## config.mk

```make
export PLATFORM = sky130hd
export DESIGN_NAME = semaphore_arbiter_flat
export DESIGN_NICKNAME = d
export VERILOG_FILES = /design/src/rtl/semaphore_arbiter_if.sv /design/src/rtl/semaphore_arbiter.sv /design/src/flat_wrapper.sv
export SDC_FILE = /design/constraint.sdc
export NUM_CORES = 1
export LEC_CHECK = 0
export CAP_MARGIN = 20
export CORE_MARGIN = 5
export CORE_UTILIZATION = 47
export CTS_CLUSTER_DIAMETER = 120
export DETAILED_ROUTE_END_ITERATION = 10
export PLACE_DENSITY = 0.84
export SLEW_MARGIN = 20
export SYNTH_ARGS = -nofsm -noshare
export SYNTH_HDL_FRONTEND = slang
export SYNTH_SLANG_ARGS = --single-unit
```

## constraint.sdc

```tcl
create_clock -name CLK -period 1.67 [get_ports CLK]
set_input_delay 0.334 -clock CLK [delete_from_list [all_inputs] [get_ports CLK]]
set_output_delay 0.334 -clock CLK [all_outputs]
set_load 0.02 [all_outputs]
```

## src/rtl/semaphore_arbiter_if.sv

```systemverilog
// Request/ownership bus between cores and the semaphore arbiter.
// Vector bit s*NumberOfCores+c belongs to semaphore s, core c.
interface semaphore_arbiter_if #(
  parameter int NumberOfSemaphores = 4,
  parameter int NumberOfCores      = 2
);
  localparam int SC = NumberOfSemaphores * NumberOfCores;

  logic [SC-1:0]                 SEMAPHOREARBITER_acquire;
  logic [SC-1:0]                 SEMAPHOREARBITER_release;
  logic [SC-1:0]                 SEMAPHOREARBITER_owner;
  logic [NumberOfSemaphores-1:0] SEMAPHOREARBITER_busy;
  logic [SC-1:0]                 SEMAPHOREARBITER_grant;
  logic [SC-1:0]                 SEMAPHOREARBITER_error;
  logic [NumberOfSemaphores-1:0] SEMAPHOREARBITER_timeout;

  modport master (
    output SEMAPHOREARBITER_acquire, SEMAPHOREARBITER_release,
    input  SEMAPHOREARBITER_owner, SEMAPHOREARBITER_busy, SEMAPHOREARBITER_grant,
    input  SEMAPHOREARBITER_error, SEMAPHOREARBITER_timeout
  );

  modport slave (
    input  SEMAPHOREARBITER_acquire, SEMAPHOREARBITER_release,
    output SEMAPHOREARBITER_owner, SEMAPHOREARBITER_busy, SEMAPHOREARBITER_grant,
    output SEMAPHOREARBITER_error, SEMAPHOREARBITER_timeout
  );
endinterface

```

## src/rtl/semaphore_arbiter.sv

```systemverilog
// Bank of independent hardware semaphores, each a FREE/LOCKED FSM with
// round-robin arbitration between cores and an optional hold timeout.
module semaphore_arbiter #(
  parameter int NumberOfSemaphores = 4,
  parameter int NumberOfCores      = 2,
  parameter int HoldTimeout        = 0
) (
  input  logic               CLK,
  input  logic               RST_N,
  semaphore_arbiter_if.slave sem
);
  localparam int S  = NumberOfSemaphores;
  localparam int C  = NumberOfCores;
  localparam int CW = (C > 1) ? $clog2(C) : 1;

  typedef enum logic {FREE = 1'b0, LOCKED = 1'b1} sem_state_e;

  // Arbitration is held off for the first edge after reset release, so the
  // earliest grant lands on the second rising edge.
  logic armed_q;

  always_ff @(posedge CLK or negedge RST_N) begin
    if (!RST_N) armed_q <= 1'b0;
    // NOTE: sequential state uses non-blocking assignments so every flop
    // samples pre-edge values regardless of process evaluation order.
    else        armed_q <= 1'b1;
  end

  for (genvar s = 0; s < S; s++) begin : g_sem
    sem_state_e     state_q, state_d;
    logic [C-1:0]   acq, rel;
    logic [C-1:0]   owner_q, owner_d;
    logic [C-1:0]   grant_q, grant_d;
    logic [C-1:0]   error_q, error_d;
    logic           timeout_q, timeout_d;
    logic [CW-1:0]  last_q, last_d;
    logic [CW-1:0]  cand, win_idx;
    logic           win_valid;
    logic           owner_rel;
    logic           hold_expired;

    assign acq       = sem.SEMAPHOREARBITER_acquire[s*C +: C];
    assign rel       = sem.SEMAPHOREARBITER_release[s*C +: C];
    assign owner_rel = |(rel & owner_q);

    // Round-robin search starting one past the last granted core.
    always_comb begin
      // NOTE: every variable gets a default before any branch, otherwise
      // paths that skip an assignment would infer a latch.
      cand      = '0;
      win_idx   = '0;
      win_valid = 1'b0;
      for (int i = 0; i < C; i++) begin
        cand = CW'((int'(last_q) + 1 + i) % C);
        if (!win_valid && acq[cand]) begin
          win_valid = 1'b1;
          win_idx   = cand;
        end
      end
    end

    always_comb begin
      state_d   = state_q;
      owner_d   = owner_q;
      last_d    = last_q;
      grant_d   = '0;
      error_d   = '0;
      timeout_d = 1'b0;
      unique case (state_q)
        FREE: begin
          error_d = rel;
          if (armed_q && win_valid) begin
            state_d          = LOCKED;
            owner_d          = '0;
            owner_d[win_idx] = 1'b1;
            grant_d          = owner_d;
            last_d           = win_idx;
          end
        end
        LOCKED: begin
          // Owner acquires are ignored; other cores' acquires stay pending
          // and are only arbitrated after a cycle spent FREE.
          error_d = rel & ~owner_q;
          if (owner_rel) begin
            state_d = FREE;
            owner_d = '0;
          end else if (hold_expired) begin
            state_d   = FREE;
            owner_d   = '0;
            timeout_d = 1'b1;
          end
        end
        default: state_d = FREE;
      endcase
    end

    always_ff @(posedge CLK or negedge RST_N) begin
      if (!RST_N) begin
        state_q   <= FREE;
        owner_q   <= '0;
        grant_q   <= '0;
        error_q   <= '0;
        timeout_q <= 1'b0;
        last_q    <= CW'(C - 1);
      end else begin
        state_q   <= state_d;
        owner_q   <= owner_d;
        grant_q   <= grant_d;
        error_q   <= error_d;
        timeout_q <= timeout_d;
        last_q    <= last_d;
      end
    end

    if (HoldTimeout > 0) begin : g_hold
      localparam int TW = $clog2(HoldTimeout + 1);
      logic [TW-1:0] hold_q;

      // hold_q counts completed LOCKED cycles; the owner is forced out at the
      // edge that completes the HoldTimeout-th cycle.
      always_ff @(posedge CLK or negedge RST_N) begin
        if (!RST_N)
          hold_q <= '0;
        else if (grant_d != '0)
          hold_q <= '0;
        else if (state_q == LOCKED && hold_q != TW'(HoldTimeout))
          hold_q <= hold_q + 1'b1;
      end

      assign hold_expired = (state_q == LOCKED) && (hold_q == TW'(HoldTimeout - 1));
    end else begin : g_no_hold
      assign hold_expired = 1'b0;
    end

    assign sem.SEMAPHOREARBITER_owner[s*C +: C] = owner_q;
    assign sem.SEMAPHOREARBITER_grant[s*C +: C] = grant_q;
    assign sem.SEMAPHOREARBITER_error[s*C +: C] = error_q;
    assign sem.SEMAPHOREARBITER_busy[s]         = (state_q == LOCKED);
    assign sem.SEMAPHOREARBITER_timeout[s]      = timeout_q;
  end
endmodule

```

## src/flat_wrapper.sv

```systemverilog
// flat-port wrapper written by rule: the top's interface ports become plain ports
module semaphore_arbiter_flat 
#(
  parameter int NumberOfSemaphores = 4,
  parameter int NumberOfCores      = 2,
  parameter int HoldTimeout        = 0
)
  (CLK, RST_N, sem_SEMAPHOREARBITER_acquire, sem_SEMAPHOREARBITER_release, sem_SEMAPHOREARBITER_owner, sem_SEMAPHOREARBITER_busy, sem_SEMAPHOREARBITER_grant, sem_SEMAPHOREARBITER_error, sem_SEMAPHOREARBITER_timeout);
  semaphore_arbiter_if #(.NumberOfSemaphores(NumberOfSemaphores), .NumberOfCores(NumberOfCores)) sem_i ();
  input  logic CLK;
  input  logic RST_N;
  input wire logic [$bits(sem_i.SEMAPHOREARBITER_acquire)-1:0] sem_SEMAPHOREARBITER_acquire;
  input wire logic [$bits(sem_i.SEMAPHOREARBITER_release)-1:0] sem_SEMAPHOREARBITER_release;
  output wire logic [$bits(sem_i.SEMAPHOREARBITER_owner)-1:0] sem_SEMAPHOREARBITER_owner;
  output wire logic [$bits(sem_i.SEMAPHOREARBITER_busy)-1:0] sem_SEMAPHOREARBITER_busy;
  output wire logic [$bits(sem_i.SEMAPHOREARBITER_grant)-1:0] sem_SEMAPHOREARBITER_grant;
  output wire logic [$bits(sem_i.SEMAPHOREARBITER_error)-1:0] sem_SEMAPHOREARBITER_error;
  output wire logic [$bits(sem_i.SEMAPHOREARBITER_timeout)-1:0] sem_SEMAPHOREARBITER_timeout;
  assign sem_i.SEMAPHOREARBITER_acquire = sem_SEMAPHOREARBITER_acquire;
  assign sem_i.SEMAPHOREARBITER_release = sem_SEMAPHOREARBITER_release;
  assign sem_SEMAPHOREARBITER_owner = sem_i.SEMAPHOREARBITER_owner;
  assign sem_SEMAPHOREARBITER_busy = sem_i.SEMAPHOREARBITER_busy;
  assign sem_SEMAPHOREARBITER_grant = sem_i.SEMAPHOREARBITER_grant;
  assign sem_SEMAPHOREARBITER_error = sem_i.SEMAPHOREARBITER_error;
  assign sem_SEMAPHOREARBITER_timeout = sem_i.SEMAPHOREARBITER_timeout;
  semaphore_arbiter #(.NumberOfSemaphores(NumberOfSemaphores), .NumberOfCores(NumberOfCores), .HoldTimeout(HoldTimeout)) u_core (.CLK(CLK), .RST_N(RST_N), .sem(sem_i));
endmodule
```

# Word-level counts from Yosys, hierarchy flattened
# Index checks and enable logic that the tools add are counted.
[op_classes] bitwise=16 reduce_logical=28 order_cmp=16 mux=76 add_sub_neg=8 eq_ne=8
[op_table] operator="$mux W1" n=44
[op_table] operator="$mux W2" n=16
[op_table] operator="$pmux W2 S2" n=8
[op_table] operator="$lt A1 B2 Y1 const B" n=12
[op_table] operator="$and A2 B2 Y2" n=8
[op_table] operator="$reduce_and A2 Y1" n=8
[op_table] operator="$logic_and A1 B1 Y1" n=12
[op_table] operator="$add A1 B1 Y1 const B" n=8
[op_table] operator="$ne A2 B1 Y1 const B" n=4
[op_table] operator="$ne A2 B2 Y1 const B" n=4
[op_table] operator="$not A2 Y2" n=4
[op_table] operator="$pmux W1 S2" n=4
[op_table] operator="$reduce_or A2 Y1" n=4
[op_table] operator="$demux W1 S1" n=4
[op_table] operator="$ge A1 B1 Y1 const B" n=4
[op_table] operator="$logic_not A1 Y1" n=4
[op_table] operator="$not A1 Y1" n=4
[word_totals] ff_bits=33 word_cells=173

# Logic depth before layout (Yosys ltp)
[logic_depth] depth_word=13 depth_mapped=3 ltp_nobuf=3

# Worst setup path before layout
# No wires, ideal clock.
[synth_path] path_type="register to register" startpoint="reg u_core.g_sem[0].state_q" endpoint="reg u_core.g_sem[0].owner_q[1]" setup_slack_ns=0.552 period_less_slack_ns=1.118 stages_incl_launch_ff=4 n_path_buf=0 arrival_ns=0.998 required_ns=1.550 cell_sequence="dfrtp_1 nand2b_2 a21o_1 a31o_1"
[synth_between] elab_chain_cells=3 word_cells_on_any_way=5 classes_between="2 x eq/ne; 1 x mux; 1 x bitwise; 1 x reduce/logical"
[synth_lines] element="start: declaration" line_no="semaphore_arbiter.sv:30" source="sem_state_e state_q, state_d;"
[synth_lines] element="start signal: assignment" line_no="semaphore_arbiter.sv:106" source="state_q <= state_d;"
[synth_lines] element="$not A1 Y1 (no source line)"
[synth_lines] element="$ne A2 B1 Y1 (no source line)"
[synth_lines] element="$reduce_and A2 Y1 (no source line)"
[synth_lines] element="end signal: assignment" line_no="semaphore_arbiter.sv:107" source="owner_q <= owner_d;"
[synth_lines] element="end: declaration" line_no="semaphore_arbiter.sv:32" source="logic [C-1:0] owner_q, owner_d;"
# Several ways; a longest one is shown, not always the timed one.
# A chain may end at the register's enable or synchronous reset.

# Final worst setup path
[layout_path] startpoint="reg u_core.g_sem[0].error_q[0]" endpoint="out sem_SEMAPHOREARBITER_error[0]"
[layout_rtl] element="start: declaration" line_no="semaphore_arbiter.sv:34" source="logic [C-1:0] error_q, error_d;"
[layout_rtl] element="start signal: assignment" line_no="semaphore_arbiter.sv:109" source="error_q <= error_d;"
[layout_rtl] element="end: declaration" line_no="flat_wrapper.sv:17" source="output wire logic [$bits(sem_i.SEMAPHOREARBITER_error)-1:0] sem_SEMAPHOREARBITER_error;"
# No word-level cell between the ends.

==> results.cfg <==
[outcome]
status = finished clean

[logic_synthesis]
syn_inst = 107
yosys-top-cells-area = dfrtp_1 (52%), dfstp_2 (7.6%), a211oi_4 (5.8%)
ys_types = 14
synth_warnings = 0
syn_avg_cell_area_um2 = 12.9
synth_seq_area_share_pct = 60.0
yosysTopAreaCell = dfrtp_1
synthesis.area_um2 = 1380
yosys_register_bits = 33
netlist.area_leader.share_pct = 52.4

[sta]
final_hold_viol_count = 0
drv_slew = 0
fin_skew_ns = 0.00901
timing.final.ws_setup_ns = 0.0636
max_freq_ghz = 0.623
layout_min_cycle_time_ns = 1.61
setup-violations-final = 0
final.setup.tns_ns = 0
min_period_over_period_pct = 96.2

[detailed_routing]
drt-total-wl_um = 2940
drc = 0
first_pass_iters = 4
wl_per_cell_um = 15.7
via_per_inst = 5.16
drt_iter0_drc = 28
antenna_left = 0
vias = 964

[worst_hold_path]
hp-class = primary input to async pin

[setup_path]
cp_top_family = buffers and inverters
cp.required_ns = 1.34
path_class = flip-flop to output port
cp-end-kind = output port
arrival_ns = 1.27
path_buf_inv = 1
cp_slowest_cell = clkdlybuf4s50_1
worstPathCellList = clkdlybuf4s50_1
crit_fanout = 1
worst_path_largest_cell_delay_ns = 0.61
startpoint_type = flip-flop

[power]
p_per_area_nw_per_um2 = 1530
switchingPower_mw = 1.12
p_comb_share_pct = 39.7
vdd_ir_drop_max_mv = 0.996
p_seq_share_pct = 45.8
internal_power_mw = 1.78
p_sw_share_pct = 38.7
power_mw = 2.90
leakage_nw = 1.00
p_clk_share_pct = 14.5

[grt]
grt_max_degree = 34
antenna_found_initial = 0
grtUsageTotal_pct = 16.6
grt_first_pass_wirelength_um = 5290
grt_pass1_vias = 1103
overflow = 0

[layout]
final_common_cell = dfrtp_1
area_growth_pct = 36.6
n_antenna_cell = 0
layout_common_cells = dfrtp_1 (29), clkdlybuf4s50_1 (24), inv_1 (12), dlygate4sd2_1 (12), dlymetal6s2s_1 (9)
layout-drive-gt1-share_pct = 15.4
nFillCells = 220
nets = 173
finish.utilization_pct = 68.0
stdcell_count = 187

[place]
dp_hpwl_um = 2280
finalWeightedCongestion = 0.738
dp_worst_setup_slack_ns = 0.151
portBuffers = 45
placed_cells = 179

[floorplanning]
die_w_um = 64.3
io_pins = 50
rows = 19
start_util_pct = 49.8
core_area_um2 = 2780
die_area_um2 = 4130
dieHeight_um = 64.3

[cts]
path_clk_slew_ns = 0.10
clockBufferDepth = 2
clkSinkCount = 33
cts_root_buf = clkbuf_4
cts_hold_buf = 0
cts_buffers = 5
clk_latency_ns = 0.33
cts_tree = done
htreeDepth = 2

[flow_run]
max_cap_violations = 0
power groups by stage:
stage          Clock, mW  Combinational, mW  Sequential (mW)
2_1_floorplan          0              0.570             1.50
3_3_place_gp           0               1.24             1.33
3_5_place_dp           0               1.27             1.35
4_1_cts            0.440               1.18             1.33
5_1_grt            0.478               1.25             1.38
6_report           0.422               1.15             1.33
through the flow:
| stage | area (µm²) | hold WS [ns] |
|---|---|---|
| after floorplan | 1400 | 0.0384 |
| after global placement | 1830 | 0.502 |
| after detailed placement | 1830 | 0.496 |
| after CTS | 1870 | 0.388 |
| after global routing | 1890 | 0.403 |
| final | 1890 | 0.393 |
final timing paths:
check / from / to / slack [ns] / cells past startpoint
setup / recovery: u_core.g_sem[0].error_q[0] / sem_SEMAPHOREARBITER_error[0] / 0.06 / 1
hold / removal: RST_N / u_core.g_sem[1].grant_q[0] / 0.39 / 2
setup reg to reg: u_core.g_sem[3].state_q / u_core.g_sem[3].owner_q[1] / 0.44 / 3
hold reg to reg: u_core.g_sem[0].owner_q[0] / u_core.g_sem[0].error_q[0] / 0.52 / 1
max in group asynchronous: RST_N / u_core.g_sem[1].last_q / 0.94 / 2
min in group CLK: u_core.g_sem[0].owner_q[0] / u_core.g_sem[0].error_q[0] / 0.52 / 1
cell families after synthesis:
group | Yosys count | synth area share (%)
AO/OA/AOI/OAI | 36 | 25.3
flip-flops | 33 | 60.0
buffers and inverters | 20 | 7.59
AND/OR/NAND/NOR | 16 | 6.51
other | 2 | 0.543
synthesized netlist by cell type:
library cell / n
dfrtp_1: 29
conb_1: 2
buf_4: 8
nand2_1: 8
a21boi_0: 8
inv_1: 12
a22oi_1: 4
a31o_1: 8
a21o_1: 8
nand2b_1: 4
dfstp_2: 4
a211oi_4: 4
nand2b_2: 4
a211oi_2: 4
area by class of cell:
type                       instances  area (µm²)  share of cell area [%]
multi-input combinational         57         459                    24.3
tap                               31        38.8                    2.05
clock buffer                       6        41.3                    2.18
inverter                          12        45.0                    2.38
sequential                        33         831                    43.9
timing repair buffer              46         465                    24.6
clock inverter                     2        10.0                   0.529
metal layers:
layer  wire (µm)  global-route usage, %
met5           0                      0
met4          63                   7.63
met3         220                   7.53
met2        1530                   27.0
met1        1130                   18.4
what timing repair did:
action	CTS	global route
setup endpoints to repair	12	9
buffers inserted	0	0
gates resized for setup	12	9
registers in the layout (all words and copies together) (netlist names):
register              cells
u_core.g_sem.error_q      8
u_core.g_sem.grant_q      8
u_core.g_sem.owner_q      8
u_core.g_sem.last_q       4
u_core.g_sem.state_q      4
u_core.armed_q            1
No activity file was read; power rests on OpenSTA's default activity.
